**src/rtl/uart_pkg.sv**
```systemverilog
// Shared definitions for the memory-mapped UART: shifter states, register
// offsets and STATUS register layout.
package uart_pkg;

  typedef enum logic [1:0] {
    ST_IDLE  = 2'd0,
    ST_START = 2'd1,
    ST_DATA  = 2'd2,
    ST_STOP  = 2'd3
  } tx_state_e;

  localparam logic [1:0] REG_TXDATA = 2'd0;
  localparam logic [1:0] REG_STATUS = 2'd1;

  localparam int STAT_FULL    = 0;
  localparam int STAT_EMPTY   = 1;
  localparam int STAT_ACTIVE  = 2;
  localparam int STAT_OVF     = 3;
  localparam int STAT_CNT_LSB = 8;

  // Assemble the STATUS word; unlisted bits read as zero.
  function automatic logic [31:0] pack_status(
    input logic       full,
    input logic       empty,
    input logic       active,
    input logic       ovf,
    input logic [7:0] count
  );
    logic [31:0] s;
    s                    = 32'h0000_0000;
    s[STAT_FULL]         = full;
    s[STAT_EMPTY]        = empty;
    s[STAT_ACTIVE]       = active;
    s[STAT_OVF]          = ovf;
    s[STAT_CNT_LSB +: 8] = count;
    return s;
  endfunction

endpackage

```
**src/rtl/uart_mmio_tx_fifo.sv**
```systemverilog
// Synchronous FIFO with occupancy count; a push into a full FIFO is accepted
// when a pop happens in the same cycle. Intended for reuse by an RX path.
module sync_fifo #(
  parameter int WIDTH = 8,
  parameter int DEPTH = 8
) (
  input  logic                   clk,
  input  logic                   rst,
  input  logic                   push,
  input  logic                   pop,
  input  logic [WIDTH-1:0]       din,
  output logic [WIDTH-1:0]       dout,
  output logic                   full,
  output logic                   empty,
  output logic [$clog2(DEPTH):0] count
);

  localparam int AW = $clog2(DEPTH);
  localparam int CW = AW + 1;

  logic [WIDTH-1:0] mem_r [DEPTH];
  logic [AW-1:0]    wr_ptr_r;
  logic [AW-1:0]    rd_ptr_r;
  logic [CW-1:0]    count_r;
  logic             push_ok_s;
  logic             pop_ok_s;

  // Qualify requests against occupancy.
  always_comb begin
    pop_ok_s  = pop & (count_r != {CW{1'b0}});
    push_ok_s = push & ((count_r != CW'(DEPTH)) | pop_ok_s);
  end

  // Storage array; no reset needed since reads are gated by the count.
  always_ff @(posedge clk) begin
    if (push_ok_s) begin
      mem_r[wr_ptr_r] <= din;
    end
  end

  // Pointers wrap naturally because DEPTH is a power of two.
  always_ff @(posedge clk or negedge rst) begin
    if (!rst) begin
      wr_ptr_r <= {AW{1'b0}};
      rd_ptr_r <= {AW{1'b0}};
      count_r  <= {CW{1'b0}};
    end else begin
      if (push_ok_s) begin
        wr_ptr_r <= wr_ptr_r + AW'(1);
      end else begin
        wr_ptr_r <= wr_ptr_r;
      end
      if (pop_ok_s) begin
        rd_ptr_r <= rd_ptr_r + AW'(1);
      end else begin
        rd_ptr_r <= rd_ptr_r;
      end
      case ({push_ok_s, pop_ok_s})
        2'b10:   count_r <= count_r + CW'(1);
        2'b01:   count_r <= count_r - CW'(1);
        default: count_r <= count_r;
      endcase
    end
  end

  assign dout  = mem_r[rd_ptr_r];
  assign full  = (count_r == CW'(DEPTH));
  assign empty = (count_r == {CW{1'b0}});
  assign count = count_r;

endmodule

```
**src/rtl/uart_mmio_tx.sv**
```systemverilog
// Memory-mapped 8N1 UART transmitter: bus stores queue bytes in a FIFO that
// a baud-timed shifter drains onto the serial line; STATUS is pollable.
module uart_mmio_tx #(
  parameter int          CLKS_PER_BIT = 1250,
  parameter int          FIFO_DEPTH   = 8,
  parameter logic [31:0] BASE_ADDR    = 32'h0000_1000
) (
  input  logic        clk,
  input  logic        rst,
  input  logic [31:0] addr,
  input  logic [31:0] wdata,
  input  logic        we,
  output logic        sel,
  output logic [31:0] rdata,
  output logic        tx,
  output logic        tx_busy
);

  import uart_pkg::*;

  localparam int BAUD_W = (CLKS_PER_BIT > 1) ? $clog2(CLKS_PER_BIT) : 1;
  localparam int CNT_W  = $clog2(FIFO_DEPTH) + 1;
  localparam logic [BAUD_W-1:0] BAUD_LAST = BAUD_W'(CLKS_PER_BIT - 1);

  tx_state_e         state_r;
  logic [BAUD_W-1:0] baud_r;
  logic [2:0]        bit_idx_r;
  logic [7:0]        shift_r;
  logic              tx_r;
  logic              ovf_r;

  logic              sel_s;
  logic [1:0]        offset_s;
  logic              push_req_s;
  logic              push_s;
  logic              pop_s;
  logic              drop_s;
  logic              ovf_clr_s;
  logic              baud_done_s;
  logic [31:0]       rdata_s;
  logic [7:0]        fifo_dout_s;
  logic              fifo_full_s;
  logic              fifo_empty_s;
  logic [CNT_W-1:0]  fifo_count_s;
  logic              unused_bits_s;

  assign unused_bits_s = ^{addr[1:0], wdata[31:8]};

  // Address decode and push/overflow qualification.
  always_comb begin
    sel_s       = (addr[31:4] == BASE_ADDR[31:4]);
    offset_s    = addr[3:2];
    push_req_s  = we & sel_s & (offset_s == REG_TXDATA);
    ovf_clr_s   = we & sel_s & (offset_s == REG_STATUS) & wdata[3];
    baud_done_s = (baud_r == BAUD_LAST);
    case (state_r)
      ST_IDLE: pop_s = ~fifo_empty_s;
      ST_STOP: pop_s = baud_done_s & ~fifo_empty_s;
      default: pop_s = 1'b0;
    endcase
    push_s = push_req_s & (~fifo_full_s | pop_s);
    drop_s = push_req_s & fifo_full_s & ~pop_s;
  end

  // Register read mux; TXDATA and reserved offsets read as zero.
  always_comb begin
    rdata_s = 32'h0000_0000;
    if (sel_s) begin
      case (offset_s)
        REG_STATUS: rdata_s = pack_status(fifo_full_s, fifo_empty_s,
                                          (state_r != ST_IDLE), ovf_r,
                                          8'(fifo_count_s));
        default:    rdata_s = 32'h0000_0000;
      endcase
    end else begin
      rdata_s = 32'h0000_0000;
    end
  end

  sync_fifo #(
    .WIDTH (8),
    .DEPTH (FIFO_DEPTH)
  ) u_fifo (
    .clk   (clk),
    .rst   (rst),
    .push  (push_s),
    .pop   (pop_s),
    .din   (wdata[7:0]),
    .dout  (fifo_dout_s),
    .full  (fifo_full_s),
    .empty (fifo_empty_s),
    .count (fifo_count_s)
  );

  // Sticky overflow flag, cleared by software through STATUS.
  always_ff @(posedge clk or negedge rst) begin
    if (!rst) begin
      ovf_r <= 1'b0;
    end else if (drop_s) begin
      ovf_r <= 1'b1;
    end else if (ovf_clr_s) begin
      ovf_r <= 1'b0;
    end else begin
      ovf_r <= ovf_r;
    end
  end

  // Shifter FSM; pop conditions here must match pop_s above.
  always_ff @(posedge clk or negedge rst) begin
    if (!rst) begin
      state_r   <= ST_IDLE;
      baud_r    <= {BAUD_W{1'b0}};
      bit_idx_r <= 3'd0;
      shift_r   <= 8'h00;
      tx_r      <= 1'b1;
    end else begin
      case (state_r)
        ST_IDLE: begin
          baud_r <= {BAUD_W{1'b0}};
          if (!fifo_empty_s) begin
            state_r <= ST_START;
            shift_r <= fifo_dout_s;
            tx_r    <= 1'b0;
          end else begin
            tx_r    <= 1'b1;
          end
        end
        ST_START: begin
          if (baud_done_s) begin
            state_r   <= ST_DATA;
            baud_r    <= {BAUD_W{1'b0}};
            bit_idx_r <= 3'd0;
            tx_r      <= shift_r[0];
          end else begin
            baud_r    <= baud_r + BAUD_W'(1);
          end
        end
        ST_DATA: begin
          if (baud_done_s) begin
            baud_r <= {BAUD_W{1'b0}};
            if (bit_idx_r == 3'd7) begin
              state_r <= ST_STOP;
              tx_r    <= 1'b1;
            end else begin
              bit_idx_r <= bit_idx_r + 3'd1;
              shift_r   <= {1'b0, shift_r[7:1]};
              tx_r      <= shift_r[1];
            end
          end else begin
            baud_r <= baud_r + BAUD_W'(1);
          end
        end
        ST_STOP: begin
          if (baud_done_s) begin
            baud_r <= {BAUD_W{1'b0}};
            if (!fifo_empty_s) begin
              state_r <= ST_START;
              shift_r <= fifo_dout_s;
              tx_r    <= 1'b0;
            end else begin
              state_r <= ST_IDLE;
              tx_r    <= 1'b1;
            end
          end else begin
            baud_r <= baud_r + BAUD_W'(1);
          end
        end
        default: begin
          state_r <= ST_IDLE;
          baud_r  <= {BAUD_W{1'b0}};
          tx_r    <= 1'b1;
        end
      endcase
    end
  end

  assign sel     = sel_s;
  assign rdata   = rdata_s;
  assign tx      = tx_r;
  assign tx_busy = (state_r != ST_IDLE) | ~fifo_empty_s;

endmodule

```
**config.mk**
```make
export PLATFORM = sky130hd
export DESIGN_NAME = uart_mmio_tx
export DESIGN_NICKNAME = d
export VERILOG_FILES = /design/src/rtl/uart_pkg.sv /design/src/rtl/uart_mmio_tx_fifo.sv /design/src/rtl/uart_mmio_tx.sv
export SDC_FILE = /design/constraint.sdc
export NUM_CORES = 1
export LEC_CHECK = 0
export ABC_AREA = 0
export CAP_MARGIN = 20
export CORE_ASPECT_RATIO = 0.75
export CORE_MARGIN = 4
export CORE_UTILIZATION = 35
export CTS_CLUSTER_SIZE = 30
export DETAILED_ROUTE_END_ITERATION = 12
export GPL_TIMING_DRIVEN = 0
export PLACE_DENSITY = 0.67
export SYNTH_ARGS = -nofsm -noshare
export SYNTH_HDL_FRONTEND = slang
export SYNTH_SLANG_ARGS = --single-unit
```
**constraint.sdc**
```tcl
create_clock -name clk -period 3.8 [get_ports clk]
set_input_delay 0.38 -clock clk [delete_from_list [all_inputs] [get_ports clk]]
set_output_delay 0.38 -clock clk [all_outputs]
set_load 0.01 [all_outputs]
```
# Word level (Yosys, flattened, before mapping)
# Memories as Yosys holds them, arrays and structs flattened.
# Index checks and enable logic that the tools add are counted.
[totals]
regBits = 36
latchBits = 0
mem_bits_rw = 64
mem_bits_ro = 0
inputBits = 67
output_inout_bits = 35
wordCells = 95
mem_count = 1
[memory_table]
columns = ["memory", "words", "width", "rd", "rd_ports_with_merged_regs", "write_ports", "line_no", "text"]
rows = [
  ["u_fifo.mem_r", 8, 8, 1, 0, 1, "uart_mmio_tx_fifo.sv:21", "logic [WIDTH-1:0] mem_r [DEPTH];"],
]
[classes]
addsub = 6
mul = 0
div_mod_pow = 0
magnitude_cmp = 0
n_eq_ne = 17
n_shift = 0
muxes = 32
bitwise_logic = 16
n_reduce_logical = 14
[ops]
columns = ["op", "count"]
rows = [
  ["32-bit 2-to-1 mux", 1],
  ["8-bit 2-to-1 mux", 4],
  ["28-bit by 9-bit == test with 1-bit output (second input constant)", 1],
  ["8-bit one-hot mux with 3 select lines", 1],
  ["11-bit one-hot mux with 2 select lines", 1],
  ["12-bit 2-to-1 mux", 1],
  ["2-bit inequality test (second input constant)", 6],
  ["11-bit by 1-bit adder with 11-bit output (second input constant)", 1],
  ["11-bit == test (second input constant)", 1],
  ["11-bit 2-to-1 mux", 1],
  ["1-bit bitwise AND", 10],
  ["1-bit 2-to-1 mux", 10],
  ["2-bit 2-to-1 mux", 5],
  ["3-bit by 1-bit adder with 3-bit output (second input constant)", 3],
  ["3-bit 2-to-1 mux", 3],
  ["2-bit one-hot mux with 4 select lines", 1],
  ["4-bit one-hot mux with 2 select lines", 1],
  ["4-bit AND reduction", 2],
  ["2-bit nonzero test", 4],
  ["2-bit by 1-bit == test with 1-bit output (second input constant)", 3],
  ["2-bit == test (second input constant)", 3],
  ["3-bit one-hot mux with 2 select lines", 1],
  ["5-bit AND reduction", 1],
  ["4-bit by 1-bit adder with 4-bit output (second input constant)", 1],
  ["14 further kinds", 19],
]

# Longest topological paths before layout
# Gate-level depths: netlist of the first run.
[logic_depth]
depth_word = 9
ltp_mapped = 14
ltp_nobuf = 13

# By module
# A second synthesis of the first run with hierarchy kept.
[unflattened]
cells_unflattened = 345
area_unflattened_um2 = 4997.3
[modules_own_cells]
columns = ["mod", "instances", "cells_each", "area_each_um2", "seq_area_each_um2"]
rows = [
  ["sync_fifo", 1, 159, 3123.0, 2172.1],
  ["uart_mmio_tx", 1, 186, 1874.3, 651.9],
]

# Worst setup path after synthesis of the first run
# Ideal clock, no wire load.
[synth_timing]
path_kind = "register -> register"
startpoint = "register state_r[0]"
endpoint = "register u_fifo.count_r[2] (netlist: u_fifo.count[2])"
setup_time_ns = 0.127
arrival_ns = 2.646
required_ns = 3.673
path_slack_ns = 1.027
path_stages_with_launch = 15
n_path_buf = 1
synth_period_minus_slack_ns = 2.773
cell_sequence = "dfrtp_1 inv_1 ha_1 nand2b_1 and3_1 o31ai_2 nand2_1 ha_1 clkbuf_1 xor2_1 ha_1 a21oi_1 xor2_1 nor2_1 xor2_1"
[synth_via]
elab_chain_len = 7
word_cells_on_any_way = 12
classes_between = "eq/ne: 3; mux: 2; bitwise: 5; reduce/logical: 2"
[synth_rtl]
columns = ["item", "line_no", "text"]
rows = [
  ["start, declared", "uart_mmio_tx.sv:25", "tx_state_e state_r;"],
  ["start signal, assigned", "uart_mmio_tx.sv:111", "state_r <= ST_IDLE;"],
  ["start signal, assigned", "uart_mmio_tx.sv:121", "state_r <= ST_START;"],
  ["start signal, assigned", "uart_mmio_tx.sv:130", "state_r <= ST_DATA;"],
  ["2-bit == test or 2-bit logical NOT (tied branches)", "uart_mmio_tx.sv:56", "case (state_r)"],
  ["1-bit one-hot mux with 2 select lines *", "uart_mmio_tx.sv:56", ""],
  ["1-bit OR or 1-bit bitwise AND (tied branches)", "uart_mmio_tx.sv:61, uart_mmio_tx_fifo.sv:30", ""],
  ["1-bit bitwise AND or 1-bit OR (tied branches)", "uart_mmio_tx.sv:61, uart_mmio_tx_fifo.sv:31", ""],
  ["1-bit bitwise AND", "uart_mmio_tx_fifo.sv:31", "push_ok_s = push & ((count_r != CW'(DEPTH)) | pop_ok_s);"],
  ["2-bit by 1-bit == test with 1-bit output or 2-bit == test (tied branches)", "uart_mmio_tx_fifo.sv:58", "case ({push_ok_s, pop_ok_s})"],
  ["4-bit one-hot mux with 2 select lines or 2-bit nonzero test (tied branches)", "n/a", ""],
  ["end signal, assigned", "uart_mmio_tx_fifo.sv:59", "2'b10: count_r <= count_r + CW'(1);"],
  ["end signal, assigned", "uart_mmio_tx_fifo.sv:60", "2'b01: count_r <= count_r - CW'(1);"],
  ["end signal, assigned", "uart_mmio_tx_fifo.sv:61", "default: count_r <= count_r;"],
  ["end, declared", "uart_mmio_tx_fifo.sv:24", "logic [CW-1:0] count_r;"],
]
# Mark *: on every way between the ends. The rest lies on a longest branch, timed or not.
# A chain may end at the register's enable or synchronous reset.

# Worst setup path after layout of the first run
[layout_timing]
startpoint = "input addr[13]"
endpoint = "output rdata[0]"
[layout_via]
elab_chain_len = 2
[layout_rtl]
columns = ["item", "line_no", "text"]
rows = [
  ["start, declared", "uart_mmio_tx.sv:10", "input logic [31:0] addr,"],
  ["28-bit by 9-bit == test with 1-bit output", "uart_mmio_tx.sv:51", "sel_s = (addr[31:4] == BASE_ADDR[31:4]);"],
  ["32-bit 2-to-1 mux", "uart_mmio_tx.sv:68", "if (sel_s) begin"],
  ["end, declared", "uart_mmio_tx.sv:14", "output logic [31:0] rdata,"],
]
# Every way passes these cells.

==> metrics.cfg, run 1 <==
[run_status]
outcome = complete, no violations

[clock_tree]
clk_latency_ps = 350
cts.sinks = 100
cts_buffer_depth = 2
hold_buffers = 0
cts_htree_levels = 3
clk_pin_slew_worst_paths_ps = 70
cts_tree = done
cts_setup_buffers = 0
cts_resized = 0
cts_root_buffer = clkbuf_16
cts_buffers = 9

[placement]
dp.final_hpwl_mm = 6.679
dpl-instance-area_mm2 = 0.005597
place_congestion = 0.7075
portBuffers = 51

[yosys]
avgSynthCellArea_um2 = 14.23
synth_edf_count = 64
synth_area_mm2 = 0.004781
synth.distinct_cells = 47
ys_seq_area_frac = 0.5907
async_reset_ff_frac = 0.3600
yosysWarnings = 0
ys_seq_elements = 100
postSynthCellCount = 336
synthFlopType = edfxtp_1

[timing]
finalHoldViolations = 0
tns_ps = 0
skew_ps = 13.84
clock.fmax_ghz = 0.3162
finalCritPeriodShare = 0.8323
rsz0062_at_grt = no
worst_pin_slew_ps = 929.3
relSlewSlack = 0.3782
setup_viol = 0
fin_crit_ps = 3163
drv_slew = 0

[drt]
wl_met3_um = 503
drt_iter0_drc = 91
via_count = 2886
drc_errors = 0
firstDrtPassIters = 5
postRouteAntennaNets = 0
routedLengthMet1_mm = 4.255
via_per_inst = 4.818
routedWlPerCell_um = 15.39
drt_wl_total_mm = 9.220
wl_met2_mm = 4.387
top_layer = met4

[setup_path]
worstPathRequired_ps = 3420
rr_startpoint = state_r[0]
critical_path.endpoint = rdata[0]
rr_endpoint = u_fifo.count[2]
reg2reg_slack_ps = 680
worstSetupStartpoint = addr[13]
worstPathArrival_ps = 2780
end_kind = output pin
path_max_fanout = 9
crit_type = input pin to output pin
cp-start-kind = input pin
rr_worst_depth = 14

[grt]
antenna_found_initial = 0
grt_pass1_vias = 2836
grt_max_degree = 37
grt_pass1_wl_mm = 14.93
overflow = 0
grt_util_all_layers = 0.1248

[pwr]
peakVddDrop_uv = 211.6
power_density_mw_per_mm2 = 377.8
power.leakage_nw = 2.240

[floorplan]
dieArea_mm2 = 0.01561
fp.dieH_um = 109.2
die-width_um = 143.0
num_rows = 36
core_area_mm2 = 0.01320
io_pins = 102
floorplan.initialDensity = 0.3622

[cells_and_area]
fin_area_mm2 = 0.005886
nFillCells = 1179
postLayoutCoreUtil = 0.4460
fin_nets = 505
area_growth_syn_to_layout_pct = 23.11
drive_above_1_share = 0.1963
diodes = 0

[worst_hold_path]
hp-class = input pin to asynchronous set/reset pin

[job]
max_cap_violations = 0

-- layer usage --
metal | GRT usage | up-vias
met5 | 0 | -
met4 | 0.03664 | 0
met3 | 0.03288 | 7
met2 | 0.2031 | 70
met1 | 0.1654 | 1437
li1 | - | 1372
-- per-stage QoR --
step	cells	total power, mW	hold slack, ps	worst slack (ps)
5_1_grt	599	2.306	199.1	397.4
6_report	599	2.224	130.9	637.3
3_3_place_gp	581	1.366	477.6	352.1
3_5_place_dp	583	1.372	483.6	327.3
4_1_cts	599	2.243	158.8	596.8
2_1_floorplan	359	1.302	84.41	1027
-- logic make-up after synthesis --
logic type	count (synthesis)	share of synthesized area
flops	100	0.5907
mux	38	0.1311
other cells	1	0.0007844
xor+xnor	17	0.03114
simple gates	96	0.1102
buf+inv	39	0.05077
fa+ha+maj	15	0.03926
compound gates	30	0.04606
-- report_power, final --
group | internal, mW | switching (mW) | total [mW]
combinational | 0.0920 | 0.0483 | 0.140
sequential | 1.19 | 0.0197 | 1.21
clock | 0.454 | 0.420 | 0.875
total | 1.74 | 0.488 | 2.22
-- cell usage in the layout (no fill, tap or decap), drive strengths merged, types with 3 or more instances in the layout --
master and instances:
a21oi 4, a22o 4, and2 7, and3 5, buf 32, clkbuf 14, clkdlybuf4s50 50, clkinv 4
conb 24, dfrtp 35, edfxtp 64, ha 15, inv 6, mux2 13, mux2i 9, mux4 16
nand2 23, nand2b 6, nand3 8, nor2 23, nor3 6, nor4 9, o21ai 13, o31ai 3
xnor2 5, xor2 12
-- worst min-delay path by stage --
| stage | from | end | slack (ps) | depth (start not counted) |
|---|---|---|---|---|
| 2_1_floorplan | rst | baud_r[0] | 80 | 0 |
| 3_3_place_gp | ovf_r | ovf_r | 480 | 1 |
| 3_5_place_dp | ovf_r | ovf_r | 480 | 1 |
| 4_1_cts | rst | baud_r[10] | 160 | 1 |
| 5_1_grt | rst | baud_r[6] | 200 | 1 |
| 6_report | rst | baud_r[10] | 130 | 1 |
-- Yosys cell counts, drive strengths merged (7+ instances only) --
master / count / area share
and2: 7 / 0.0092
dfrtp: 35 / 0.18
nor2: 23 / 0.018
xor2: 12 / 0.022
nor4: 9 / 0.018
nand2: 23 / 0.018
mux2i: 9 / 0.019
edfxtp: 64 / 0.40
nand3: 8 / 0.011
ha: 15 / 0.039
mux2: 13 / 0.037
mux4: 16 / 0.075
buf: 29 / 0.043
o21ai: 13 / 0.014
-- state kept, by name, indices dropped and copies added, names as in the netlist --
signal and cells:
u_fifo.mem_r 64, baud_r 11, shift_r 8, u_fifo.count 4, bit_idx_r 3, u_fifo.rd_ptr_r 3, u_fifo.wr_ptr_r 3, state_r 2
ovf_r 1, tx 1
-- area by class of cell --
type | instances | area [um2] | share of cell area
Sequential cell | 100 | 2824 | 0.4798
Multi-Input combinational cell | 220 | 1800 | 0.3059
Timing Repair Buffer | 53 | 515.5 | 0.08759
Clock buffer | 9 | 225.2 | 0.03827
Buffer | 34 | 224.0 | 0.03805
Tap cell | 171 | 214.0 | 0.03635
Clock inverter | 7 | 63.81 | 0.01084
Inverter | 5 | 18.77 | 0.003189
-- critical path, stage by stage --
cell and delay, ps:
clkdlybuf4s50_1 400, nor4b_1 330, nand4_1 280, nor4_2 600, and3_1 260, clkdlybuf4s50_1 540
(Power assumes the default switching activity.)
==> run 2: changes to the inputs <==
Settings changed: PLACE_DENSITY 0.67 to 0.69.
Clock period 3.8 ns to 2.74 ns, I/O delays scaled along.
==> run 2 against run 1 <==
Effect of this change:
- sequential share of layout area is 2.2 points lower
- critical path depth is 2 higher
- global-route usage is 0.72 points higher
- total power is 39% higher
- flip-flop and latch count stayed put
- first-iteration DRC count is 70% higher
- utilization is 2.1 points higher
- largest cell class unchanged
==> metrics.cfg, run 2 (synthesis gave the netlist of run 1 again) <==
[floorplan]
die-width_um = 143.0
dieArea_mm2 = 0.01561
num_rows = 36
fp.dieH_um = 109.2
io_pins = 102
floorplan.initialDensity = 0.3622
core_area_mm2 = 0.01320

[setup_path]
path_max_fanout = 8
critical_path.top_delay_family = simple AND/OR/NAND/NOR gates
reg2reg_slack_ps = 90
crit_chain = inv_1 -> ha_1 -> and4bb_4 -> nand3_4 -> o31ai_4 -> buf_4 -> nand3_1 -> nor2_2
cp-start-kind = register
crit_type = register to register
slowest_delay_ps = 530
crit_path_top_delay_cell = nor2_2
worstPathArrival_ps = 2640
end_kind = register
worstPathRequired_ps = 2720
path_buf_inv = 2

[placement]
dp.final_hpwl_mm = 6.905
place_congestion = 0.7180
place_inst = 581
portBuffers = 51
dpl-instance-area_mm2 = 0.005618
place_ws_ps = -560.4

[timing]
rsz0062_at_grt = yes
relSlewSlack = 0.4449
finalHoldViolations = 0
worst_pin_slew_ps = 832.6
fin_crit_ps = 2654
setup_viol = 0
drv_slew = 0
setup_ws_ps = 85.76
finalCritPeriodShare = 0.9687
skew_ps = 9.948
hold_ws_ps = 28.80
clock.fmax_ghz = 0.3768
tns_ps = 0

[cells_and_area]
postLayoutCoreUtil = 0.4674
fin_nets = 517
area_growth_syn_to_layout_pct = 29.02
diodes = 0
layout_common_cells = 64 x edfxtp_1, 45 x clkdlybuf4s50_1, 38 x buf_4
fin_area_mm2 = 0.006168
drive_above_1_share = 0.2682
largest_reg_flops = 64
regMostFlops = u_fifo.mem_r
finalNonFillerCells = 611
layout_commonest_cell = edfxtp_1
reg.largest.list = u_fifo.mem_r x64, baud_r x11, shift_r x8

[worst_hold_path]
hp-class = input pin to asynchronous set/reset pin

[grt]
grt_max_degree = 37
grt_pass1_wl_mm = 15.94
overflow = 0
grt_pass1_vias = 2988
grt_util_all_layers = 0.1320
antenna_found_initial = 0

[drt]
via_count = 2955
drt_iter0_drc = 155
top_layer = met4
postRouteAntennaNets = 0
routedLengthMet1_mm = 4.489
drt_wl_total_mm = 9.993
wl_met3_um = 428
wl_met2_mm = 4.990
firstDrtPassIters = 4
drc_errors = 0
routedWlPerCell_um = 16.36
via_per_inst = 4.836

[clock_tree]
cts.sinks = 100
clk_latency_ps = 350
cts_root_buffer = clkbuf_16
cts_htree_levels = 3
clk_pin_slew_worst_paths_ps = 70
cts_buffers = 9
cts_tree = done
cts_buffer_depth = 2

[pwr]
p_total_mw = 3.100
power.leakage_nw = 2.421
peakVddDrop_uv = 279.7
power_density_mw_per_mm2 = 502.5

[run_status]
outcome = complete, no violations

[job]
max_cap_violations = 0

[run 2: path summary, 6_finish.rpt]
check | from | endpoint | cells past startpoint
max | baud_r[1] | u_fifo.mem_r[7][3] | 8
min | rst | u_fifo.count[2] | 1
max reg2reg | baud_r[1] | u_fifo.mem_r[7][3] | 8
min reg2reg | ovf_r | ovf_r | 1
max in group asynchronous | rst | baud_r[0] | 1
min in group clk | ovf_r | ovf_r | 1
[run 2: layer usage]
metal,up-vias,GRT usage
li1,1400,-
met3,8,0.03244
met4,0,0.03256
met2,68,0.2225
met5,-,0
met1,1479,0.1725
[run 2: final cells by class]
type | instances | area (um2)
Timing Repair Buffer | 66 | 655.6
Inverter | 5 | 18.77
Tap cell | 171 | 214.0
Fill cell | 1159 | 7029
Clock buffer | 9 | 225.2
Multi-Input combinational cell | 220 | 1942
Sequential cell | 100 | 2826
Clock inverter | 7 | 66.31
Buffer | 33 | 220.2
[run 2: power by group]
group / switching, mW / internal (mW)
Combinational: 0.0683 / 0.129
Clock: 0.592 / 0.637
Sequential: 0.0253 / 1.65
[run 2: timing repair]
action / 4_1_cts / 5_1_grt
pin swaps: 4 / 7
endpoints found under the setup margin: 55 / 75
resized for setup: 8 / 24
hold buffers: 0 / 0
hold endpoints to repair: 0 / 0
buffers inserted: 5 / 10
[run 2: worst register-to-register path: cells and delay by family, from the launching register on]
family / cells / cell delay [ps]
buf+inv: 2 / 250
flops: 1 / 410
simple gates: 4 / 1180
fa+ha+maj: 1 / 140
compound gates: 1 / 310
==> run 3: changes to the inputs <==
Settings changed: CORE_MARGIN 4 to 5.
==> run 3 against run 2 <==
Effect of this change:
- clock power grew 4%
- combinational power is essentially flat
- worst setup slack lost 60 ps
- total power grew 1.9%
==> metrics.cfg, run 3 (synthesis gave the netlist of run 1 again) <==
[floorplan]
num_rows = 37
core_area_mm2 = 0.01356
io_pins = 102
die-width_um = 145.0
dieArea_mm2 = 0.01612
fp.dieH_um = 111.2
floorplan.initialDensity = 0.3525

[cells_and_area]
drive_above_1_share = 0.2703
fin_nets = 521
layout_commonest_cell = edfxtp_1
area_growth_syn_to_layout_pct = 28.63
layout_common_cells = 64 x edfxtp_1, 42 x buf_4, 42 x clkdlybuf4s50_1
regMostFlops = u_fifo.mem_r
reg.largest.list = u_fifo.mem_r x64, baud_r x11, shift_r x8
finalNonFillerCells = 619
diodes = 0
postLayoutCoreUtil = 0.4534
largest_reg_flops = 64

[timing]
finalCritPeriodShare = 0.9906
worst_pin_slew_ps = 929.7
relSlewSlack = 0.3768
setup_ws_ps = 25.85
hold_ws_ps = 28.05
clock.fmax_ghz = 0.3684
rsz0062_at_grt = yes
finalHoldViolations = 0
skew_ps = 9.494
fin_crit_ps = 2714
drv_slew = 0
setup_viol = 0

[drt]
via_count = 2932
firstDrtPassIters = 4
routedLengthMet1_mm = 4.478
drt_wl_total_mm = 9.856
wl_met3_um = 460
drt_iter0_drc = 166
postRouteAntennaNets = 0
routedWlPerCell_um = 15.92
drc_errors = 0
via_per_inst = 4.737
top_layer = met4
wl_met2_mm = 4.820

[setup_path]
worstPathRequired_ps = 2720
crit_type = register to register
crit_chain = inv_1 -> ha_1 -> and4bb_4 -> nand3_4 -> o31ai_4 -> buf_4 -> nand3b_1 -> nor3_2
slowest_delay_ps = 750
end_kind = register
path_max_fanout = 8
worstPathArrival_ps = 2690
crit_path_top_delay_cell = nor3_2
cp-start-kind = register
path_buf_inv = 2
critical_path.top_delay_family = simple AND/OR/NAND/NOR gates

[pwr]
power.leakage_nw = 2.442
peakVddDrop_uv = 307.1
p_total_mw = 3.158
power_density_mw_per_mm2 = 513.5

[placement]
dp.final_hpwl_mm = 6.735
portBuffers = 51
place_congestion = 0.7546
place_ws_ps = -566.4
place_inst = 586

[grt]
grt_max_degree = 37
grt_util_all_layers = 0.1236
overflow = 0
antenna_found_initial = 0
grt_pass1_vias = 2968
grt_pass1_wl_mm = 15.86

[clock_tree]
clk_latency_ps = 350
cts_buffer_depth = 2
cts_buffers = 9
cts_tree = done
clk_pin_slew_worst_paths_ps = 70
cts_htree_levels = 3
hold_buffers = 0
cts_root_buffer = clkbuf_16
cts.sinks = 100

[worst_hold_path]
hp-class = input pin to asynchronous set/reset pin

[job]
max_cap_violations = 0

[run_status]
outcome = complete, no violations

-- run 3: changes by cell type in the layout (fill, tap and decap cells not counted), moves of 2 or more --
cell	before	now
nor2_4	4	0
buf_4	38	42
dlymetal6s2s_1	5	3
nor2_1	17	20
dlygate4sd2_1	0	5
clkinv_8	1	3
buf_12	2	0
nor3_2	1	3
clkdlybuf4s50_1	45	42
nor3_4	2	0
-- run 3: cell type report --
class,count,area [um2]
buffer,33,220.2
clock buffer,9,225.2
clock inverter,7,86.33
fill,1220,7415
inverter,5,18.77
multi-input combinational,220,1902
sequential,100,2828
tap,175,219.0
timing repair buffer,70,650.6
-- run 3: what timing repair did --
item                                    in CTS  in global routing
pin swaps                                    3                  9
gates cloned                                 0                  0
setup buffers                                5                 13
endpoints found under the setup margin      32                 50
gates resized for setup                     14                 16
-- run 3: per-stage QoR --
| stage | area, um2 | setup TNS (ps) |
|---|---|---|
| finish | 6150 | 0 |
| global route | 6150 | -6024 |
| CTS | 6012 | -3609 |
| detailed placement | 5625 | -21460 |
| global placement | 5618 | -24590 |
| floorplan | 4888 | 0 |
-- run 3: worst paths after layout --
path | start | to | slack [ps] | cells past startpoint
setup / recovery | baud_r[1] | u_fifo.mem_r[0][3] | 30 | 8
hold reg to reg | baud_r[0] | baud_r[0] | 490 | 1
hold / removal | rst | baud_r[10] | 30 | 1
setup reg to reg | baud_r[1] | u_fifo.mem_r[0][3] | 30 | 8
min in group clk | baud_r[0] | baud_r[0] | 490 | 1
max in group asynchronous | rst | baud_r[0] | 2130 | 1
-- run 3: where the power goes --
group / total (mW) / switching [mW] / internal (mW)
Combinational: 0.199 / 0.0702 / 0.129
Sequential: 1.67 / 0.0250 / 1.65
Clock: 1.28 / 0.630 / 0.654
Total: 3.16 / 0.726 / 2.43
-- run 3: layer usage --
layer	global-route usage	vias to the layer above
li1	-	1406
met1	0.1595	1449
met2	0.2030	63
met3	0.03678	14
met4	0.03388	0
met5	0	-
